**config.mk**
```make
export PLATFORM = sky130hd
export DESIGN_NAME = rst_seq
export DESIGN_NICKNAME = d
export VERILOG_FILES = /design/src/rtl/rst_seq.sv
export SDC_FILE = /design/constraint.sdc
export NUM_CORES = 1
export LEC_CHECK = 0
export CORE_ASPECT_RATIO = 0.6
export CORE_MARGIN = 5
export CORE_UTILIZATION = 33
export CTS_BUF_LIST = sky130_fd_sc_hd__clkbuf_16
export DETAILED_ROUTE_END_ITERATION = 6
export SYNTH_ARGS = -nofsm -noshare
export SYNTH_HDL_FRONTEND = slang
export SYNTH_SLANG_ARGS = --single-unit
```
**constraint.sdc**
```tcl
create_clock -name clk_i -period 1.8 [get_ports clk_i]
set_input_delay 0.45 -clock clk_i [delete_from_list [all_inputs] [get_ports clk_i]]
set_output_delay 0.45 -clock clk_i [all_outputs]
set_load 0.05 [all_outputs]
```
**src/rtl/rst_seq.sv**
```systemverilog
// Staged reset sequencer: releases the peripheral, memory and core resets in order.
// A soft reset re-runs the memory and core stages. All outputs are registered.
//
// state  | meaning
// HOLD   | in reset, waiting for int_rst to deassert
// PERIPH | counting PERIPH_DLY before peripheral release
// MEM    | counting MEM_DLY before memory release
// INIT   | init_req high, waiting for init_done or timeout
// CORE   | counting CORE_DLY before core release
// RUN    | fully released
// FAULT  | memory init timed out, core held in reset
module rst_seq #(
    parameter int PERIPH_DLY   = 16,
    parameter int MEM_DLY      = 8,
    parameter int INIT_TIMEOUT = 1024,
    parameter int CORE_DLY     = 4,
    parameter int CNT_W        = 11
) (
    input  logic       clk_i,
    input  logic       int_rst_i,
    input  logic       soft_rst_req_i,
    input  logic       init_done_i,
    output logic       periph_rst_n_o,
    output logic       mem_rst_n_o,
    output logic       core_rst_n_o,
    output logic       init_req_o,
    output logic       sys_ready_o,
    output logic       init_timeout_o,
    output logic [2:0] seq_state_o
);

    localparam logic [2:0] ST_HOLD   = 3'd0;
    localparam logic [2:0] ST_PERIPH = 3'd1;
    localparam logic [2:0] ST_MEM    = 3'd2;
    localparam logic [2:0] ST_INIT   = 3'd3;
    localparam logic [2:0] ST_CORE   = 3'd4;
    localparam logic [2:0] ST_RUN    = 3'd5;
    localparam logic [2:0] ST_FAULT  = 3'd6;

    localparam logic [CNT_W-1:0] PERIPH_TC = CNT_W'(PERIPH_DLY - 1);
    localparam logic [CNT_W-1:0] MEM_TC    = CNT_W'(MEM_DLY - 1);
    localparam logic [CNT_W-1:0] INIT_TC   = CNT_W'(INIT_TIMEOUT - 1);
    localparam logic [CNT_W-1:0] CORE_TC   = CNT_W'(CORE_DLY - 1);

    logic [2:0]       state_q, state_d;
    logic [CNT_W-1:0] cnt_q, cnt_d;
    logic             periph_q, periph_d;
    logic             mem_q, mem_d;
    logic             init_req_q, init_req_d;
    logic             run_q, run_d;
    logic             timeout_q, timeout_d;
    logic             soft_hit;

    always_ff @(posedge clk_i) begin
        if (!int_rst_i) begin
            state_q    <= ST_HOLD;
            cnt_q      <= '0;
            periph_q   <= 1'b0;
            mem_q      <= 1'b0;
            init_req_q <= 1'b0;
            run_q      <= 1'b0;
            timeout_q  <= 1'b0;
        end else begin
            state_q    <= state_d;
            cnt_q      <= cnt_d;
            periph_q   <= periph_d;
            mem_q      <= mem_d;
            init_req_q <= init_req_d;
            run_q      <= run_d;
            timeout_q  <= timeout_d;
        end
    end

    always_comb begin
        state_d  = state_q;
        cnt_d    = cnt_q;
        soft_hit = soft_rst_req_i &&
                   (state_q inside {ST_MEM, ST_INIT, ST_CORE, ST_RUN, ST_FAULT});
        case (state_q)
            ST_HOLD:   state_d = ST_PERIPH;
            ST_PERIPH: begin
                cnt_d = cnt_q + CNT_W'(1);
                if (cnt_q == PERIPH_TC) state_d = ST_MEM;
            end
            ST_MEM: begin
                cnt_d = cnt_q + CNT_W'(1);
                if (cnt_q == MEM_TC) state_d = ST_INIT;
            end
            ST_INIT: begin
                cnt_d = cnt_q + CNT_W'(1);
                if (init_done_i)           state_d = ST_CORE;
                else if (cnt_q == INIT_TC) state_d = ST_FAULT;
            end
            ST_CORE: begin
                cnt_d = cnt_q + CNT_W'(1);
                if (cnt_q == CORE_TC) state_d = ST_RUN;
            end
            ST_RUN, ST_FAULT: ;
            default:   state_d = ST_HOLD;
        endcase
        // A soft restart in MEM stays in MEM, so the counter clear cannot rely on a state change
        if (soft_hit) begin
            state_d = ST_MEM;
            cnt_d   = '0;
        end else if (state_d != state_q) begin
            cnt_d = '0;
        end
    end

    // Outputs are registered images of the next state, so they change on the same edge as the state
    always_comb begin
        periph_d   = state_d inside {ST_MEM, ST_INIT, ST_CORE, ST_RUN, ST_FAULT};
        mem_d      = state_d inside {ST_INIT, ST_CORE, ST_RUN, ST_FAULT};
        init_req_d = (state_d == ST_INIT);
        run_d      = (state_d == ST_RUN);
        timeout_d  = timeout_q || (state_d == ST_FAULT);
    end

    assign periph_rst_n_o = periph_q;
    assign mem_rst_n_o    = mem_q;
    assign core_rst_n_o   = run_q;
    assign init_req_o     = init_req_q;
    assign sys_ready_o    = run_q;
    assign init_timeout_o = timeout_q;
    assign seq_state_o    = state_q;

endmodule

```
== Word level (Yosys, flattened, before mapping) ==
Index checks and enable logic that the tools add are counted.

* Reductions and logical operators: 9
* Bitwise gates (word level): 1
* Equality and inequality tests: 16
* $add $sub $neg: 1
* Multiplexer cells: 7

{| class="wikitable"
|+ Operator list
! cell !! count
|-
| $eq 3x3->1 const B || 6
|-
| $mux 3 || 6
|-
| $pmux 3 s6 || 1
|-
| $eq 3x2->1 const B || 4
|-
| $add 11x1->11 const B || 1
|-
| $eq 11x10->1 const B || 1
|-
| $eq 11x2->1 const B || 1
|-
| $eq 11x3->1 const B || 1
|-
| $eq 11x4->1 const B || 1
|-
| $reduce_bool 5->1 || 2
|-
| $reduce_bool 4->1 || 1
|-
| $reduce_or 4->1 || 1
|-
| $eq 3x1->1 const B || 1
|-
| $logic_not 3->1 || 1
|-
| $ne 3x3->1 || 1
|-
| $reduce_or 3->1 || 1
|-
| $reduce_or 2->1 || 1
|-
| $logic_and 1x1->1 || 1
|-
| $logic_or 1x1->1 || 1
|-
| $not 1->1 || 1
|}

* Logic and storage cells: 41
* Register bits: 19
* Output and inout bits: 9
* Input port bits: 4

== Longest topological paths before layout ==
* Word-level depth: 7
* Depth in mapped cells: 7
* Depth with buffers taken out: 6

== Worst setup path after synthesis ==
No wires, ideal clock.

* Path kind: register to register
* Start: register state_q[0], in the netlist seq_state_o[0]
* End: register mem_q, in the netlist mem_rst_n_o
* Path buffers: 1
* Arrival: 1.681 ns
* Cell stages (with the launch flop): 7
* Setup slack: -0.001 ns
* Path through: dfxtp_1 > buf_4 > nor2b_1 > a211oi_2 > a211o_1 > o221ai_2 > o21bai_2

* Cells in the longest elaborated chain, start to end: 6
* Elaborated cells between the ends (all ways): 22

{| class="wikitable"
|+ RTL lines
! element !! line !! text
|-
| start: declaration || 45 || <nowiki>logic [2:0] state_q, state_d;</nowiki>
|-
| start signal: assignment || 64 || <nowiki>state_q <= state_d;</nowiki>
|-
| $eq 3x3->1 (tied with other cells) || 78, 79 ||
|-
| $reduce_or 2->1 (tied with other cells) || 79 || <nowiki>case (state_q)</nowiki>
|-
| $pmux 3 s6 or $logic_and 1x1->1 (tied branches) || 79, 77 ||
|-
| $mux 3 * || 102 || <nowiki>if (soft_hit) begin</nowiki>
|-
| $eq 3x2->1 or $eq 3x3->1 (tied branches) || 113 || <nowiki>mem_d = state_d inside {ST_INIT, ST_CORE, ST_RUN, ST_FAULT};</nowiki>
|-
| $reduce_bool 4->1 * || 113 ||
|-
| end signal: assignment || 67 || <nowiki>mem_q <= mem_d;</nowiki>
|-
| end: declaration || 48 || <nowiki>logic mem_q, mem_d;</nowiki>
|}

Mark *: on every way between the ends. The rest lies on a longest branch, timed or not.
A chain may end at the register's enable or synchronous reset.

== Final worst setup path ==
* Start: register cnt_q[1]
* End: register state_q[0], in the netlist seq_state_o[0]

* Cells in the longest elaborated chain, start to end: 5
* Elaborated cells between the ends (all ways): 11

{| class="wikitable"
|+ RTL lines
! element !! line !! text
|-
| start: declaration || 46 || <nowiki>logic [CNT_W-1:0] cnt_q, cnt_d;</nowiki>
|-
| start signal: assignment || 65 || <nowiki>cnt_q <= cnt_d;</nowiki>
|-
| $eq 11x10->1 || 92 || <nowiki>else if (cnt_q == INIT_TC) state_d = ST_FAULT;</nowiki>
|-
| $mux 3 || 92 ||
|-
| $mux 3 || 91 || <nowiki>if (init_done_i) state_d = ST_CORE;</nowiki>
|-
| $pmux 3 s6 * || 79 ||
|-
| $mux 3 * || 102 ||
|}

Marks and branches as above.

==> results.tsv <==
metric	value	unit
synth_fp_nets	118	
syn_area_per_cell	9.73	um^2
tightest_slew	455	ps
synth.most_common_cell	dfxtp_1	
clk_latency	250	ps
clk_path_buf_depth	2	
postSynthCellCount	113	
synthMuxAreaShare	0	%
die_width	84.5	um
rsz0062_at_grt	false	
vias_per_cell	4.70	
die_h	54.7	um
skew	1.45	ps
wirelength	2330	um
grt_overflow	0	
yosysTopAreaCell	dfxtp_1	
nFillCells	299	
synth-simple-area-share	33.9	%
yosysWarnings	0	
cts-buffers-inserted	3	
nets	139	
synth_edf_count	0	
grt_use_total	11.1	%
synth-xor-area-share	7.96	%
setup_viol	0	
start_kind	register	
path_class	reg2reg	
hold_depth	1	
hpwl	1840	um
routedWlPerCell	13.1	um
start_util	34.1	%
total_power	0.000941	W
area_growth_syn_to_layout	29.5	%
ys_ff_latch	19	
cp-end-kind	register	
cp.arrival	1820	ps
async_reset_ff_share	0	%
clkSinkCount	19	
final-hold-violation-count	0	
cts_tree	built	
yosys-top-cells-count	19 x dfxtp_1, 10 x nor2_2, 8 x nand2_1, 8 x xor2_1, 5 x nor2_1	
synth_seq_area_share	34.6	%
yosys.area_share.adder	1.14	%
port-buffer-count	12	
slew-limit-headroom	69.3	%
hold_class	reg2reg	
grt_max_degree	13	
dieArea	4630	um^2
synth_cell_types	42	
yosysTopAreaCellShare	34.6	%
coreArea	3220	um^2
grt_pass1_vias	779	
antenna_found_initial	0	
period_needed	1690	ps
cap_viol_max_count	0	
synth_area_leaders	dfxtp_1 35%, xor2_1 6.4%, nor2_2 5.7%, buf_6 3.1%, nand2_1 2.7%	
p_leak	0.509	nW
cp_data_required_time	1930	ps
place_congestion	0.789	
postCtsHoldBufs	0	
syn-cell-area	1100	um^2
first_pass_iters	4	
cts-root-buf	clkbuf_16	
ant_nets	0	
ios	13	
synth_compound_area_share	17.2	%
initialDrtViolationCount	39	
seqCellArea	382	um^2
htree_levels	1	
rows	16	
critPathMaxFanout	5	
clkTransAtPathRegs	50	ps
slew_viol_final	0	
min_period_over_period	93.7	%
status	finished clean	
tns	0	ps
route.detailed.drc	0	
fmax	593	MHz
drive_gt1_share	39.8	%
postCtsSetupBuffers	0	
r2r_cells	6	
grt_pass1_wl	3940	um
power_density	661	nW/um^2
multi_input_area	681	um^2
synthFlopType	dfxtp_1	
antennaDiodeCount	0	
ir_worst_vdd	325	uV
cts_resized	0	
dr_total_vias	836	
synth_top_family_by_area	simple AND/OR/NAND/NOR gates	
cells by family (layout without fill, tap and decap cells):
logic type | count (synthesis) | in the layout
xor gates and xnor gates | 10 | 10
and+or+nand+nor | 55 | 55
DFF | 19 | 19
buffers and inverters | 7 | 27
adders and majority gates | 1 | 1
AOI/OAI and AO/OA | 21 | 21
through the flow:
step           hold WS (ps)  cells  util (%)  instance area (um^2)  setup slack, ps
6_report                490    178      44.2                  1420              113
5_1_grt                 528    178      44.2                  1420             10.5
2_1_floorplan           481    113         -                  1100             19.0
4_1_cts                 492    178      43.6                  1410             53.1
3_3_place_gp            474    174      41.1                  1330            -59.6
3_5_place_dp            480    174      41.1                  1330             -133
final timing paths:
check	start	endpoint	slack (ps)
worst max-delay path	cnt_q[1]	seq_state_o[0]	110
worst min-delay path	init_timeout_o	init_timeout_o	490
worst max register to register	cnt_q[1]	seq_state_o[0]	110
worst min register to register	init_timeout_o	init_timeout_o	490
layer usage:
layer	share of wire, %	global-route usage (%)	vias up
met5	0	0	-
met1	58	17.2	386
li1	-	-	441
met3	2.2	3.76	2
met2	39	13.8	7
met4	1.1	2.63	0
layout make-up:
type | count | area share (%)
multi-input cells | 87 | 47.8
flip-flops and latches | 19 | 26.8
repair buffers | 22 | 15.6
clock buffers | 3 | 5.27
well taps | 45 | 3.95
clock inverters | 1 | 0.264
inverters | 1 | 0.264
where the power goes:
group          leakage [nW]  total (W)  internal (W)  switching, W
Combinational         0.313  0.0000644     0.0000336     0.0000307
Clock                0.0423   0.000447      0.000295      0.000152
Sequential            0.154   0.000430      0.000424    0.00000582
Total                 0.509   0.000941      0.000753      0.000188
critical path, cell delays in order (launching register included):
cell and delay (ps):
dfxtp_1 340, ha_2 220, and4b_2 300, a31oi_4 100, a211o_1 330, o221ai_4 200
inv_1 70
flip-flops by register name, summed over array words and instances (netlist names):
register / flops
cnt_q: 11
core_rst_n_o: 1
init_req_o: 1
init_timeout_o: 1
mem_rst_n_o: 1
periph_rst_n_o: 1
seq_state_o: 3
placed cells by master, fill, tap and decap left out, drive strengths merged, types with 4 or more instances in the layout:
cell type  instances
nand3              4
nor2              15
xor2               8
o21ai              5
nand2              8
a21oi              4
nor3b              4
dfxtp             19
buf               19
nor3               5
(Power assumes the default switching activity.)
==> RTL change: new RTL, same settings <==
Make the reset (`int_rst_i`) asynchronous in one clocked block.
--- a/src/rtl/rst_seq.sv
+++ b/src/rtl/rst_seq.sv
@@ -53,3 +53,3 @@
 
-    always_ff @(posedge clk_i) begin
+    always_ff @(posedge clk_i or negedge int_rst_i) begin
         if (!int_rst_i) begin
Behaviour: differs if int_rst_i is asserted again (counterexample within 4 cycles, from zero or initial values and one cycle with int_rst_i low); with int_rst_i held inactive, the same outputs for 10 cycles.
==> RTL change against the original RTL <==
The run now ends with negative setup slack left; final area increased by 32%; worst setup slack got worse by 0.35 ns; first-iteration DRC count increased by 110%; synthesized area increased by 5.9%; sequential share of layout area decreased by 1.4 points; sequential cell count unchanged; die area increased by 5.0%; wire length increased by 55%; critical path type unchanged; highest routed layer unchanged.
Power is not compared: it rests on default switching activity, and its combinational part moved more than twofold at a synthesized area within 25%.
==> RTL change: results (changes against the original RTL) <==
| Metric | Value |
|---|---|
| Cell variety after synth | 38 (-9.5%) |
| Placed instance area | 0.00163 mm² (+23%) |
| Hold path startpoint | init_timeout_o |
| Share of the synthesized netlist area taken by xor and xnor gates | 0.0827 (+0.00307) |
| Portion of netlist area occupied by mux cells | 0.00859 (+0.00859) |
| Setup slack of the critical path after layout | -0.233 ns (-0.346 ns) |
| Estimated wirelength of the detail-placed design | 2460 µm (+34%) |
| Worst r2r dst | cnt_q[0] |
| Capture endpoint of the worst hold path | init_timeout_o |
| Post-synth ARST share | 1.00 (+1.00) |
| Final Setup Violations | 18 (+18) |
| Slowest Stage Delay on Critical Path | 0.55 ns (+0.21 ns) |
| Layout net count | 185 (+33%) |
| Run status | finished, violations left |
| Max Fanout on Critical Path | 11 (+6) |
| Wirelength, routed | 3610 µm (+55%) |
| Synth Area per Inst | 9.47 µm² (-2.7%) |
| Post-synthesis net count | 130 (+10%) |
| Largest net degree at the start of global routing | 20 (+7) |
| Worst setup skew after layout | 0.00564 ns (+0.00419 ns) |
| Worst endpoint data arrival time | 2.17 ns (+0.35 ns) |
| Worst Reg-to-Reg Cells | 7 (+1) |
| Post-CTS setup buffer count | 2 (+2) |
| Number of global-route vias before repair | 1127 (+45%) |
| Violated checks | negative setup slack |
| FF-to-FF Start | cnt_q[7] |
-- RTL change: cell count changes after synthesis, moves of 3 or more --
cell                       delta
sky130_fd_sc_hd__nor2_2      -10
sky130_fd_sc_hd__dfrtp_1     +19
sky130_fd_sc_hd__xnor2_1      +7
sky130_fd_sc_hd__nor2_1      +11
sky130_fd_sc_hd__inv_1        +4
sky130_fd_sc_hd__nor4_1       +3
sky130_fd_sc_hd__a21boi_0     +3
sky130_fd_sc_hd__dfxtp_1     -19
sky130_fd_sc_hd__xor2_1       -6
-- RTL change: how the worst max path moves through the flow --
stage / from / endpoint / slack [ns] / cells past startpoint
after global placement: cnt_q[7] / cnt_q[0] / -0.46 / 6
final: cnt_q[7] / cnt_q[0] / -0.23 / 7
after global routing: cnt_q[7] / init_req_o / -0.32 / 6
after detailed placement: cnt_q[7] / cnt_q[0] / -0.60 / 6
after floorplan: seq_state_o[2] / cnt_q[3] / -0.37 / 9
after CTS: cnt_q[8] / cnt_q[0] / -0.26 / 7
-- RTL change: layout make-up --
class / instances / area [µm²]
Fill cell: 276 / 1440
Multi-Input combinational cell: 92 / 757
Timing Repair Buffer: 57 / 489
Sequential cell: 19 / 478
Clock buffer: 3 / 75.1
Tap cell: 45 / 56.3
Inverter: 5 / 21.3
Clock inverter: 1 / 3.75
-- RTL change: power groups by stage --
| stage | clock [mW] | combinational, mW | sequential, mW |
|---|---|---|---|
| after floorplan | 0 | 0.907 | 0.816 |
| final | 0.449 | 2.29 | 0.610 |
| after global placement | 0 | 1.79 | 0.607 |
| after detailed placement | 0 | 1.82 | 0.608 |
| after CTS | 0.461 | 2.12 | 0.600 |
| after global routing | 0.475 | 2.41 | 0.615 |
-- RTL change: per-stage QoR --
stage | utilization | TNS [ns] | hold slack, ns | power, mW
after floorplan | - | -4.44 | 0.154 | 1.72
after global placement | 0.491 | -6.62 | 0.449 | 2.40
after detailed placement | 0.491 | -7.83 | 0.458 | 2.43
after CTS | 0.543 | -4.03 | 0.469 | 3.18
after global routing | 0.566 | -4.97 | 0.494 | 3.50
final | 0.566 | -3.69 | 0.467 | 3.35
-- RTL change: per-layer routing --
| metal | share of wire | vias to the layer above | track usage | routed length (µm) |
|---|---|---|---|---|
| met1 | 0.47 | 540 | 0.216 | 1690 |
| met5 | 0 | - | 0 | 0 |
| met4 | 0.015 | 0 | 0.0489 | 54 |
| li1 | - | 545 | - | - |
| met3 | 0.050 | 9 | 0.0370 | 180 |
| met2 | 0.47 | 34 | 0.234 | 1690 |
-- RTL change: kinds of logic (layout without fill, tap and decap cells) --
kind of cell               after synthesis  in the layout
buffers and inverters                   12             66
and+or+nand+nor                         56             56
muxes                                    1              1
AOI/OAI and AO/OA                       21             21
xor gates and xnor gates                11             11
DFF                                     19             19
adders and majority gates                3              3
